## src/rtl/aska_stim_ctrl.sv

```systemverilog
// ASKA stimulator core: SPI-configured biphasic, ramped, ON/OFF-gated
// current pulse generator driving the H-bridge switches and current DAC.
//
// state   | meaning
// --------+----------------------------------------------------------
// ST_IDLE | enable low; outputs 0, period counters held at 0
// ST_ON   | pulsing; per_idx is the ramp period index k (1-based)
// ST_OFF  | silent gap between ON bursts; per_idx counts OFF periods
module aska_stim_ctrl #(
  parameter int TICK_DIV = 1
) (
  input  logic        clk,
  input  logic        reset,
  input  logic        porborn,
  input  logic        SPI_CS,
  input  logic        SPI_Clk,
  input  logic        SPI_MOSI,
  output logic [31:0] up_switches,
  output logic [31:0] down_switches,
  output logic [5:0]  DAC,
  output logic        pulse_active
);

  typedef enum logic [1:0] {ST_IDLE, ST_ON, ST_OFF} state_t;

  localparam int TW = (TICK_DIV > 1) ? $clog2(TICK_DIV) : 1;

  logic        clr;
  logic [1:0]  cs_sync, sck_sync, mosi_sync;
  logic        cs_prev, sck_prev;
  logic        cs_rise, sck_rise;
  logic [5:0]  bit_cnt;
  logic [39:0] shreg;
  logic        wr_en;
  logic [31:0] conf0, conf1, ele1, ele2;
  logic [TW-1:0] tick_cnt;
  logic        tick;

  state_t      state, state_nxt;
  logic [11:0] per_cnt, cnt_nxt;
  logic [9:0]  per_idx, idx_nxt;
  logic [31:0] up_nxt, down_nxt;
  logic [5:0]  dac_nxt;
  logic        pa_nxt;

  logic [11:0] freq, freq_last;
  logic [5:0]  amplitude, ramp, amp_sat, amp_k;
  logic [7:0]  on_time;
  logic [9:0]  ramp_factor, off_time;
  logic        enable;
  logic [2:0]  phase;
  logic [17:0] prod;
  logic [13:0] ramped;
  logic        period_end;
  logic        unused_bits;

  // reset and brown-out have identical effect
  assign clr = reset | ~porborn;

  assign freq        = conf0[11:0];
  assign amplitude   = conf0[17:12];
  assign ramp        = conf0[23:18];
  assign on_time     = conf0[31:24];
  assign ramp_factor = conf1[9:0];
  assign off_time    = conf1[19:10];
  assign enable      = conf1[20];
  assign phase       = conf1[23:21];
  assign unused_bits = ^{conf1[31:24], prod[3:0]};

  // two-stage synchronizers plus edge-detect history for the SPI pins
  always_ff @(posedge clk) begin
    if (clr) begin
      cs_sync   <= 2'b11;
      cs_prev   <= 1'b1;
      sck_sync  <= 2'b00;
      sck_prev  <= 1'b0;
      mosi_sync <= 2'b00;
    end else begin
      cs_sync   <= {cs_sync[0], SPI_CS};
      cs_prev   <= cs_sync[1];
      sck_sync  <= {sck_sync[0], SPI_Clk};
      sck_prev  <= sck_sync[1];
      mosi_sync <= {mosi_sync[0], SPI_MOSI};
    end
  end

  assign cs_rise  = cs_sync[1] & ~cs_prev;
  assign sck_rise = sck_sync[1] & ~sck_prev;

  // shift in MOSI on SPI clock rises; count saturates so long frames stay invalid
  always_ff @(posedge clk) begin
    if (clr) begin
      bit_cnt <= '0;
      shreg   <= '0;
    end else if (cs_sync[1]) begin
      bit_cnt <= '0;
    end else if (sck_rise) begin
      shreg <= {shreg[38:0], mosi_sync[1]};
      if (bit_cnt != 6'd63) bit_cnt <= bit_cnt + 6'd1;
    end
  end

  assign wr_en = cs_rise && (bit_cnt == 6'd40) && (shreg[39:32] <= 8'd3);

  // register file write on a complete 40-bit frame to a valid address
  always_ff @(posedge clk) begin
    if (clr) begin
      conf0 <= '0;
      conf1 <= '0;
      ele1  <= '0;
      ele2  <= '0;
    end else if (wr_en) begin
      case (shreg[33:32])
        2'd0: conf0 <= shreg[31:0];
        2'd1: conf1 <= shreg[31:0];
        2'd2: ele1  <= shreg[31:0];
        default: ele2 <= shreg[31:0];
      endcase
    end
  end

  // timebase: down-counter, tick on terminal count
  always_ff @(posedge clk) begin
    if (clr)       tick_cnt <= '0;
    else if (tick) tick_cnt <= TW'(TICK_DIV - 1);
    else           tick_cnt <= tick_cnt - 1'b1;
  end

  assign tick = (tick_cnt == '0);

  assign freq_last  = (freq == 12'd0) ? 12'hFFF : freq - 12'd1;
  assign period_end = (per_cnt >= freq_last);

  assign amp_sat = (amplitude > 6'd50) ? 6'd50 : amplitude;
  assign prod    = {10'b0, idx_nxt[7:0]} * {8'b0, ramp_factor};
  assign ramped  = prod[17:4];

  // next state, period counters, ramp amplitude and switch pattern
  always_comb begin
    state_nxt = state;
    cnt_nxt   = per_cnt;
    idx_nxt   = per_idx;
    amp_k     = amp_sat;
    up_nxt    = '0;
    down_nxt  = '0;
    dac_nxt   = '0;
    pa_nxt    = 1'b0;

    case (state)
      ST_IDLE: begin
        if (enable) begin
          cnt_nxt   = '0;
          idx_nxt   = 10'd1;
          state_nxt = (on_time == 8'd0) ? ST_OFF : ST_ON;
        end
      end
      ST_ON: begin
        if (period_end) begin
          cnt_nxt = '0;
          if (per_idx >= {2'b0, on_time}) begin
            idx_nxt   = 10'd1;
            state_nxt = (off_time != 10'd0 || on_time == 8'd0) ? ST_OFF : ST_ON;
          end else begin
            idx_nxt = per_idx + 10'd1;
          end
        end else begin
          cnt_nxt = per_cnt + 12'd1;
        end
      end
      default: begin
        if (period_end) begin
          cnt_nxt = '0;
          if (per_idx >= off_time) begin
            idx_nxt = 10'd1;
            if (on_time != 8'd0) state_nxt = ST_ON;
          end else begin
            idx_nxt = per_idx + 10'd1;
          end
        end else begin
          cnt_nxt = per_cnt + 12'd1;
        end
      end
    endcase

    if (!enable) begin
      state_nxt = ST_IDLE;
      cnt_nxt   = '0;
      idx_nxt   = '0;
    end

    if (ramp != 6'd0 && idx_nxt <= {4'b0, ramp} && ramped < {8'b0, amp_sat})
      amp_k = ramped[5:0];

    if (state_nxt == ST_ON && phase != 3'd0) begin
      if (cnt_nxt < {9'b0, phase}) begin
        up_nxt   = ele1;
        down_nxt = ele2;
        dac_nxt  = amp_k;
        pa_nxt   = 1'b1;
      end else if (cnt_nxt < {8'b0, phase, 1'b0}) begin
        up_nxt   = ele2;
        down_nxt = ele1;
        dac_nxt  = amp_k;
        pa_nxt   = 1'b1;
      end
    end
  end

  // state, counters and registered outputs advance only on ticks
  always_ff @(posedge clk) begin
    if (clr) begin
      state         <= ST_IDLE;
      per_cnt       <= '0;
      per_idx       <= '0;
      up_switches   <= '0;
      down_switches <= '0;
      DAC           <= '0;
      pulse_active  <= 1'b0;
    end else if (tick) begin
      state         <= state_nxt;
      per_cnt       <= cnt_nxt;
      per_idx       <= idx_nxt;
      up_switches   <= up_nxt;
      down_switches <= down_nxt;
      DAC           <= dac_nxt;
      pulse_active  <= pa_nxt;
    end
  end

endmodule

```

## config.mk

```make
export PLATFORM = sky130hd
export DESIGN_NAME = aska_stim_ctrl
export DESIGN_NICKNAME = d
export VERILOG_FILES = /design/src/rtl/aska_stim_ctrl.sv
export SDC_FILE = /design/constraint.sdc
export NUM_CORES = 1
export LEC_CHECK = 0
export CAP_MARGIN = 0
export CORE_ASPECT_RATIO = 0.6
export CORE_UTILIZATION = 45
export DETAILED_ROUTE_END_ITERATION = 6
export GPL_ROUTABILITY_DRIVEN = 1
export PLACE_DENSITY_LB_ADDON = 0.2
export SYNTH_ARGS = -nofsm -noshare
export SYNTH_HDL_FRONTEND = slang
export SYNTH_SLANG_ARGS = --single-unit
```

## constraint.sdc

```tcl
create_clock -name clk -period 29.1 [get_ports clk]
set_clock_uncertainty 0.2 [all_clocks]
set_input_delay 5.82 -clock clk [delete_from_list [all_inputs] [get_ports clk]]
set_output_delay 5.82 -clock clk [all_outputs]
set_load 0.01 [all_outputs]
```

After elaboration in Yosys (flattened, before gate mapping):

Cells that the tools add are included.

* logic and storage cells: 105
* bits of input ports: 6
* output and inout port bits: 71
* register bits: 270

* add/sub/neg operators: 5
* eq/ne operators: 6
* mux-type cells: 33
* multiply operators: 1
* reductions and logical operators: 23
* bitwise logic cells: 9
* magnitude comparators: 9

Operators with widths (count)
* $mux W32: 6
* $mux W10: 5
* $mux W12: 4
* $mux W6: 5
* $pmux W10 S2: 1
* $mul A8 B10 Y18: 1
* $mux W2: 8
* $lt A14 B6 Y1: 1
* $add A12 B1 Y12 const B: 1
* $ge A12 B12 Y1: 1
* $logic_not A12 Y1: 1
* $lt A12 B3 Y1: 1
* $lt A12 B4 Y1: 1
* $reduce_and A2 Y1: 6
* $sub A12 B1 Y12 const B: 1
* $add A10 B1 Y10 const B: 1
* $ge A10 B10 Y1: 1
* $ge A10 B8 Y1: 1
* $le A10 B6 Y1: 1
* $reduce_bool A10 Y1: 1
* $le A8 B2 Y1 const B: 1
* $logic_not A8 Y1: 1
* $reduce_bool A8 Y1: 1
* $add A6 B1 Y6 const B: 1
* 18 further kinds: 34

Depth between registers and ports, before layout:

Gate-level depths: netlist of run 1.

* word-level depth: 13
* depth in mapped cells: 44

Least setup slack after synthesis of run 1:

No wires, ideal clock.

* path type: register to register
* from: register conf0[0]
* to: register DAC[3]
* path buffers: 3
* slack: 19.454 ns
* data required time: 28.837 ns
* stages on the path, launching flop included: 42
* setup time: 0.063 ns
* period minus slack after synthesis: 9.646 ns
* data arrival time: 9.383 ns
* cells stage by stage: dfxtp_1 inv_1 ha_1 nand2_1 or3_1 nand2b_1 nor3_1 nand2b_1 ha_1 nand2b_1 a2111oi_2 o31ai_1 a21oi_1 o21ai_0 clkbuf_1 nor2_1 clkbuf_1 nand2_1 [6 not listed] inv_1 ha_1 nand4_1 a311oi_1 a21o_1 xnor2_1 inv_1 ha_1 a21oi_1 nor2b_1 a311oi_1 o2111ai_1 or4_1 nor4_1 o2111ai_1 buf_2 or4_1 nand3_1

* longest elaborated chain between the ends: 13
* elaborated cells on any way between the ends: 28

Ends and longest elaborated chain
* from (decl): line 35 `logic [31:0] conf0, conf1, ele1, ele2;`
* from (signal assigned): line 114 `2'd0: conf0 <= shreg[31:0];`
* $sub A12 B1 Y12 or $logic_not A12 Y1 (tied branches): line 131 `assign freq_last = (freq == 12'd0) ? 12'hFFF : freq - 12'd1;`
* $mux W12 *: line 131
* $ge A12 B12 Y1 *: line 132 `assign period_end = (per_cnt >= freq_last);`
* $mux W10, on equally long branches: line 171, 158
* $pmux W10 S2 *: line 149 `case (state)`
* $mux W10 *: line 185 `if (!enable) begin`
* via idx_nxt[5]: line 41 `logic [9:0] per_idx, idx_nxt;`
* $mul A8 B10 Y18 or $le A10 B6 Y1 (tied branches): line 135, 191
* $lt A14 B6 Y1 or $logic_and A1 B1 Y1 (tied branches): line 191 `if (ramp != 6'd0 && idx_nxt <= {4'b0, ramp} && ramped < {8'b0, amp_sat})`
* $logic_and A1 B1 Y1: line 191
* $mux W6 *: line 191
* $mux W6: line 200 `end else if (cnt_nxt < {8'b0, phase, 1'b0}) begin`
* $mux W6 *: line 195 `if (cnt_nxt < {9'b0, phase}) begin`
* $mux W6 *: line 194 `if (state_nxt == ST_ON && phase != 3'd0) begin`
* to (signal assigned): line 225 `DAC <= dac_nxt;`
* to (decl): line 20 `output logic [5:0] DAC,`

Mark *: on every way through the listed nets, which the timed path passes. The rest lies on a longest branch.
A chain may end at the register's enable or synchronous reset.

Worst setup path after layout of run 1:

* from: register conf0[0]
* to: register DAC[5]

* longest elaborated chain between the ends: 13
* elaborated cells on any way between the ends: 28

Ends and longest elaborated chain (line)
* $sub A12 B1 Y12 or $logic_not A12 Y1 (tied branches): 131
* $mux W12 *: 131
* $ge A12 B12 Y1 *: 132
* $mux W10, on equally long branches: 171, 158
* $pmux W10 S2: 149
* $mux W10: 185
* $mul A8 B10 Y18 or $le A10 B6 Y1 (tied branches): 135, 191
* $lt A14 B6 Y1 or $logic_and A1 B1 Y1 (tied branches): 191
* $logic_and A1 B1 Y1: 191
* $mux W6: 191
* $mux W6: 200
* $mux W6: 195
* $mux W6 *: 194

Every way passes the cells marked *; elsewhere a longest branch is shown, timed or not.

==> results.json, run 1 <==
{
  "cts.sinks": 270,
  "post_cts_buffers": 0,
  "slew_viol_final": 0,
  "slew_headroom": 0.238,
  "die_area_um2": 34000,
  "dp_slack_ps": 17820,
  "crit_family": "simple AND/OR/NAND/NOR gates",
  "core_um2": 32600,
  "drc": 0,
  "cts_tree": "yes",
  "antenna_found_initial": 0,
  "cp_max_fo": 14,
  "crit_end": "DAC[5]",
  "wirelength_um": 39100,
  "setup_viol": 0,
  "row_count": 51,
  "grt_use_total": 0.231,
  "finalHoldViolations": 0,
  "syn_area_um2": 15000,
  "timing.final.crit_share": 0.394,
  "layout_setup_ws_ps": 17630,
  "hpwlAfterDp_um": 27900,
  "drtIter0Drc": 898,
  "area_growth_pct": 11.8,
  "synthTopCellsByArea": "dfxtp_1 (36%), nand2_1 (9.4%), ha_1 (7.1%)",
  "postCtsHoldBufs": 0,
  "min_path_type": "reg -> reg",
  "path_common_cell": "inv_1",
  "synth.distinct_cells": 67,
  "finalPower_uw": 696,
  "busiest_layer": "met1",
  "worst-endpoint-required_ps": 29380,
  "syn_area_per_cell_um2": 8.17,
  "fmax_mhz": 87.2,
  "h-tree-depth": 1,
  "post_cts_resized": 0,
  "status": "finished, final reports clean",
  "critical_path_class": "reg -> reg",
  "grt_max_degree": 103,
  "path_clk_slew_ps": 70,
  "via_per_inst": 5.55,
  "drt_pass1_iterations": 6,
  "cts_inserted_buffers": 25,
  "crit_slowest_cell": "or4_1",
  "start_kind": "register",
  "layout.nets": 1973,
  "synth.top_cell.area_share": 0.361,
  "drive_gt1_frac": 0.0389,
  "rsz0062_at_grt": "false",
  "p_per_area_nw_per_um2": 41.6,
  "tightest_slew_ps": 1140,
  "fin_setup_tns_ps": 0,
  "io_pins": 77,
  "vias": 12800,
  "peakVddDrop_mv": 0.0386,
  "reg2reg_depth": 39,
  "clock_latency_ps": 550,
  "grt_pass1_vias": 11800,
  "multi_input_area_um2": 8770,
  "crit_path_max_incr_delay_ps": 600,
  "hold_depth": 1,
  "async_reset_ff_frac": 0,
  "grt.met2_usage": 0.332,
  "critPathBufInv": 6,
  "syn_inst": 1832,
  "post_drt_wl_per_cell_um": 17.0,
  "power.leakage_nw": 6.55,
  "ys_seq_area_frac": 0.361,
  "grt_overflow": 0,
  "cp-end-kind": "register",
  "r2r_setup_slack_ps": 17630,
  "num-fill-cells": 3102,
  "ys_ff_latch": 270,
  "critPathArrivalTime_ps": 11750,
  "antennaDiodeCount": 0,
  "register_area_um2": 5410,
  "grt_first_pass_wirelength_um": 63800,
  "initial_core_util": 0.459,
  "synth_top_flop_cell": "dfxtp_1",
  "yosysWarnings": 0,
  "ant_nets": 0,
  "use_met3": 0.0470,
  "grtUsageMet1": 0.356,
  "cts_max_path_buffers": 3,
  "worst-path-stages": 39,
  "min_period_ps": 11470,
  "synth_largest_area_cell": "dfxtp_1",
  "max-cap-violations": 0,
  "root_buffer": "clkbuf_16",
  "r2r_end": "DAC[5]",
  "syn-num-nets": 1971,
  "startpoint": "conf0[0]",
  "r2r-start": "conf0[0]",
  "fp.dieH_um": 143,
  "place.gp.congestion": 0.884,
  "port_buffers": 76,
  "die_w_um": 237,
  "synth_edf_count": 0
}
## cells by family after synthesis
logic type	share of synthesized area
compound gates	0.162
xor+xnor	0.0187
fa+ha+maj	0.135
buf+inv	0.0547
flops	0.361
mux	0.0495
other cells	0.000251
simple gates	0.219
## placed cells by master, fill, tap and decap left out, types with 4 or more instances in the layout
cell type | synthesis | layout
nand2_1 | 376 | 375
dfxtp_1 | 270 | 269
a21oi_1 | 205 | 205
nor2_1 | 135 | 133
inv_1 | 101 | 101
ha_1 | 85 | 85
clkdlybuf4s50_1 | 0 | 76
mux2i_1 | 74 | 74
a2bb2oi_1 | 64 | 64
and2_1 | 63 | 63
fa_1 | 48 | 48
nand3_1 | 25 | 25
clkbuf_16 | 0 | 25
o21ai_0 | 24 | 24
nor3_1 | 22 | 22
nand2b_1 | 17 | 16
nand4_1 | 16 | 16
xnor2_1 | 16 | 16
xor2_1 | 16 | 16
a21o_1 | 13 | 13
or3_1 | 12 | 12
nor2b_1 | 12 | 11
or4_1 | 11 | 11
buf_4 | 0 | 11
nor4_1 | 9 | 9
and3_1 | 9 | 9
o211ai_1 | 8 | 8
a31oi_1 | 8 | 8
or2_2 | 7 | 7
clkbuf_1 | 95 | 7
a211oi_1 | 6 | 6
clkbuf_8 | 0 | 6
a311oi_1 | 5 | 5
nand3b_1 | 5 | 5
o21a_1 | 4 | 4
clkinv_2 | 0 | 4
## worst min-delay path by stage
stage                     startpoint    endpoint
after floorplan           cs_sync[0]  cs_sync[1]
after global placement    cs_sync[0]  cs_sync[1]
after detailed placement  cs_sync[0]  cs_sync[1]
after CTS                 cs_sync[0]  cs_sync[1]
after global routing      cs_sync[0]  cs_sync[1]
final                     cs_sync[0]  cs_sync[1]
## where the power goes
group / switching (mW) / internal, mW / leakage [nW]
sequential: 0.00116 / 0.370 / 2.17
clock: 0.142 / 0.174 / 0.380
combinational: 0.00800 / 0.00155 / 3.99
total: 0.151 / 0.545 / 6.55
## registers in the layout, summed over array words and instances (netlist names), 12 cells and up
name and cells:
conf1 24, per_cnt 12, ele1 32, ele2 32
conf0 32, shreg 40, down_switches 32, up_switches 32
## final cells by class
cell class                      count  area share
Sequential cell                   270       0.323
Clock inverter                      6     0.00217
Tap cell                          450      0.0336
Clock buffer                       38      0.0439
Timing Repair Buffer               87      0.0504
Multi-Input combinational cell   1349       0.524
Inverter                          101      0.0227
## routing by layer
metal / routed length, µm / vias to the layer above
li1: - / 6226
met2: 16200 / 286
met5: 0 / -
met1: 20000 / 6206
met3: 2480 / 46
met4: 456 / 0
## cells in the mapped netlist (all sizes together), types with 11 or more instances
master / number
mux2i: 74
o21ai: 25
dfxtp: 270
xnor2: 16
or3: 12
and2: 63
a21o: 14
nor3: 22
nand2b: 17
nand3: 25
nor2: 135
nand4: 16
ha: 85
nand2: 376
a21oi: 205
clkbuf: 96
a2bb2oi: 64
or4: 11
inv: 101
nor2b: 12
fa: 48
xor2: 16
buf: 16
## metrics by stage
| stage | hold slack [ps] | cell area (µm²) | utilization | std cells |
|---|---|---|---|---|
| 2_1_floorplan | 186 | 15000 | - | 1832 |
| 3_3_place_gp | 195 | 16000 | 0.490 | 2257 |
| 3_5_place_dp | 219 | 16000 | 0.490 | 2257 |
| 4_1_cts | 231 | 16700 | 0.513 | 2301 |
| 5_1_grt | 261 | 16700 | 0.513 | 2301 |
| 6_report | 223 | 16700 | 0.513 | 2301 |
## worst register-to-register path, delay by kind of cell, from the launching register on
family	cells	cell delay (ps)
xor gates and xnor gates	1	150
and+or+nand+nor	14	3940
DFF	1	330
buffers and inverters	6	520
adders and majority gates	8	3240
AOI/OAI and AO/OA	10	3040
Note: power is estimated with default switching activity, not from simulation.
==> run 2, diff against run 1 <==
==> constraint.sdc (replaced) <==
create_clock -name clk -period 9.7 [get_ports clk]
set_clock_uncertainty 0.2 [all_clocks]
set_input_delay 1.94 -clock clk [delete_from_list [all_inputs] [get_ports clk]]
set_output_delay 1.94 -clock clk [all_outputs]
set_load 0.01 [all_outputs]
==> results.json, run 2 (synthesized netlist as in run 1, its figures left out) <==
{
  "drive_gt1_frac": 0.0916,
  "final_cells": 2349,
  "path_clk_slew_ps": 70,
  "tightest_slew_ps": 1060,
  "use_met3": 0.0497,
  "wirelength_um": 40300,
  "drc": 0,
  "crit_slowest_cell": "or4_4",
  "post_drt_wl_per_cell_um": 17.2,
  "peakVddDrop_mv": 0.103,
  "vias": 13000,
  "whs_ps": 211,
  "min_period_ps": 9530,
  "core_um2": 32600,
  "h-tree-depth": 1,
  "min_path_type": "reg -> reg",
  "register_area_um2": 5410,
  "layout.nets": 2021,
  "grt_overflow": 0,
  "grt_first_pass_wirelength_um": 65300,
  "busiest_layer": "met1",
  "top_register": "shreg",
  "cts_max_path_buffers": 3,
  "place_area_um2": 16200,
  "initial_core_util": 0.459,
  "die_w_um": 237,
  "slew_headroom": 0.291,
  "clock_latency_ps": 540,
  "area_growth_pct": 16.9,
  "ant_nets": 0,
  "final_area_um2": 17500,
  "setup_viol": 0,
  "rsz0062_at_grt": "true",
  "io_pins": 77,
  "hpwlAfterDp_um": 27800,
  "root_buffer": "clkbuf_16",
  "largest_reg_flops": 40,
  "antennaDiodeCount": 0,
  "row_count": 51,
  "place.gp.congestion": 0.881,
  "via_per_inst": 5.55,
  "grtUsageMet1": 0.358,
  "layout_commonest_cell": "nand2_1",
  "crit_path_max_incr_delay_ps": 570,
  "drtIter0Drc": 1096,
  "drt_pass1_iterations": 5,
  "dp_cells": 2281,
  "cp-end-kind": "register",
  "critical_path_class": "reg -> reg",
  "cts.sinks": 270,
  "antenna_found_initial": 2,
  "grt_pass1_vias": 12300,
  "fmax_mhz": 105,
  "grt_max_degree": 206,
  "fp.dieH_um": 143,
  "slew_viol_final": 0,
  "postCtsHoldBufs": 0,
  "status": "finished, final reports clean",
  "finalHoldViolations": 0,
  "start_kind": "register",
  "worst-endpoint-required_ps": 9970,
  "p_per_area_nw_per_um2": 123,
  "cp_max_fo": 6,
  "max-cap-violations": 0,
  "grt_use_total": 0.237,
  "grt.met2_usage": 0.347,
  "power.leakage_nw": 6.86,
  "port_buffers": 76,
  "cts_tree": "yes",
  "multi_input_area_um2": 9090,
  "cts_inserted_buffers": 25,
  "layout_common_cells": "nand2_1 (374), dfxtp_1 (267), a21oi_1 (201), nor2_1 (132), inv_1 (96)",
  "timing.final.crit_share": 0.983,
  "num-fill-cells": 3025,
  "die_area_um2": 34000,
  "critPathArrivalTime_ps": 9800
}
[run 2: metrics by stage]
step | worst slack [ps] | utilization | power [mW] | setup TNS [ps]
after CTS | 57.1 | 0.523 | 2.16 | 0
after global placement | 125 | 0.496 | 1.17 | 0
after floorplan | 54.4 | - | 1.16 | 0
after global routing | -226 | 0.536 | 2.21 | -1280
final | 167 | 0.536 | 2.14 | 0
after detailed placement | -222 | 0.496 | 1.17 | -1110
[run 2: timing repair]
item / in CTS / in global routing
pin swaps: 4 / 57
endpoints found under the setup margin: 6 / 6
setup buffers: 3 / 20
cloned: 0 / 1
gates resized for setup: 9 / 62
[run 2: final timing paths]
kind	from	to	slack, ps	depth (start not counted)
max	conf0[0]	DAC[3]	170	43
min	cs_sync[0]	cs_sync[1]	210	1
max reg2reg	conf0[0]	DAC[3]	170	43
min reg2reg	cs_sync[0]	cs_sync[1]	210	1
[run 2: cell type report]
cell class	count	share of cell area
Clock inverter	8	0.00558
Inverter	101	0.0217
Clock buffer	36	0.0410
Multi-Input combinational cell	1349	0.520
Tap cell	450	0.0322
Sequential cell	270	0.309
Timing Repair Buffer	135	0.0705
[run 2: worst max-delay path, delay by kind of cell, from the launching register on]
family | cells | cell delay, ps
compound gates | 8 | 1550
xor+xnor | 2 | 240
fa+ha+maj | 8 | 2990
buf+inv | 10 | 1070
flops | 1 | 340
simple gates | 15 | 3080
[run 2: metal layers]
layer / routed length (µm) / vias up / share of wire
met2: 17100 / 360 / 0.42
met1: 20100 / 6347 / 0.50
li1: - / 6305 / -
met4: 380 / 0 / 0.0094
met3: 2830 / 36 / 0.070
met5: 0 / - / 0
[run 2: power breakdown]
group / internal (mW) / switching (mW) / total, mW / leakage (nW)
Combinational: 0.00509 / 0.0243 / 0.0294 / 4.28
Clock: 0.567 / 0.434 / 1.00 / 0.404
Sequential: 1.11 / 0.00353 / 1.11 / 2.18
Total: 1.68 / 0.462 / 2.14 / 6.86
==> run 3, diff against run 2 <==
--- a/config.mk
+++ b/config.mk
@@ -8,9 +8,11 @@
 export CAP_MARGIN = 0
 export CORE_ASPECT_RATIO = 0.6
 export CORE_UTILIZATION = 45
+export CTS_CLUSTER_DIAMETER = 150
 export DETAILED_ROUTE_END_ITERATION = 6
 export GPL_ROUTABILITY_DRIVEN = 1
 export PLACE_DENSITY_LB_ADDON = 0.2
+export SKIP_LAST_GASP = 1
 export SYNTH_ARGS = -nofsm -noshare
 export SYNTH_HDL_FRONTEND = slang
 export SYNTH_SLANG_ARGS = --single-unit
==> results of run 3 <==
No change in the layout: final DEF, timing and power equal those of run 2.
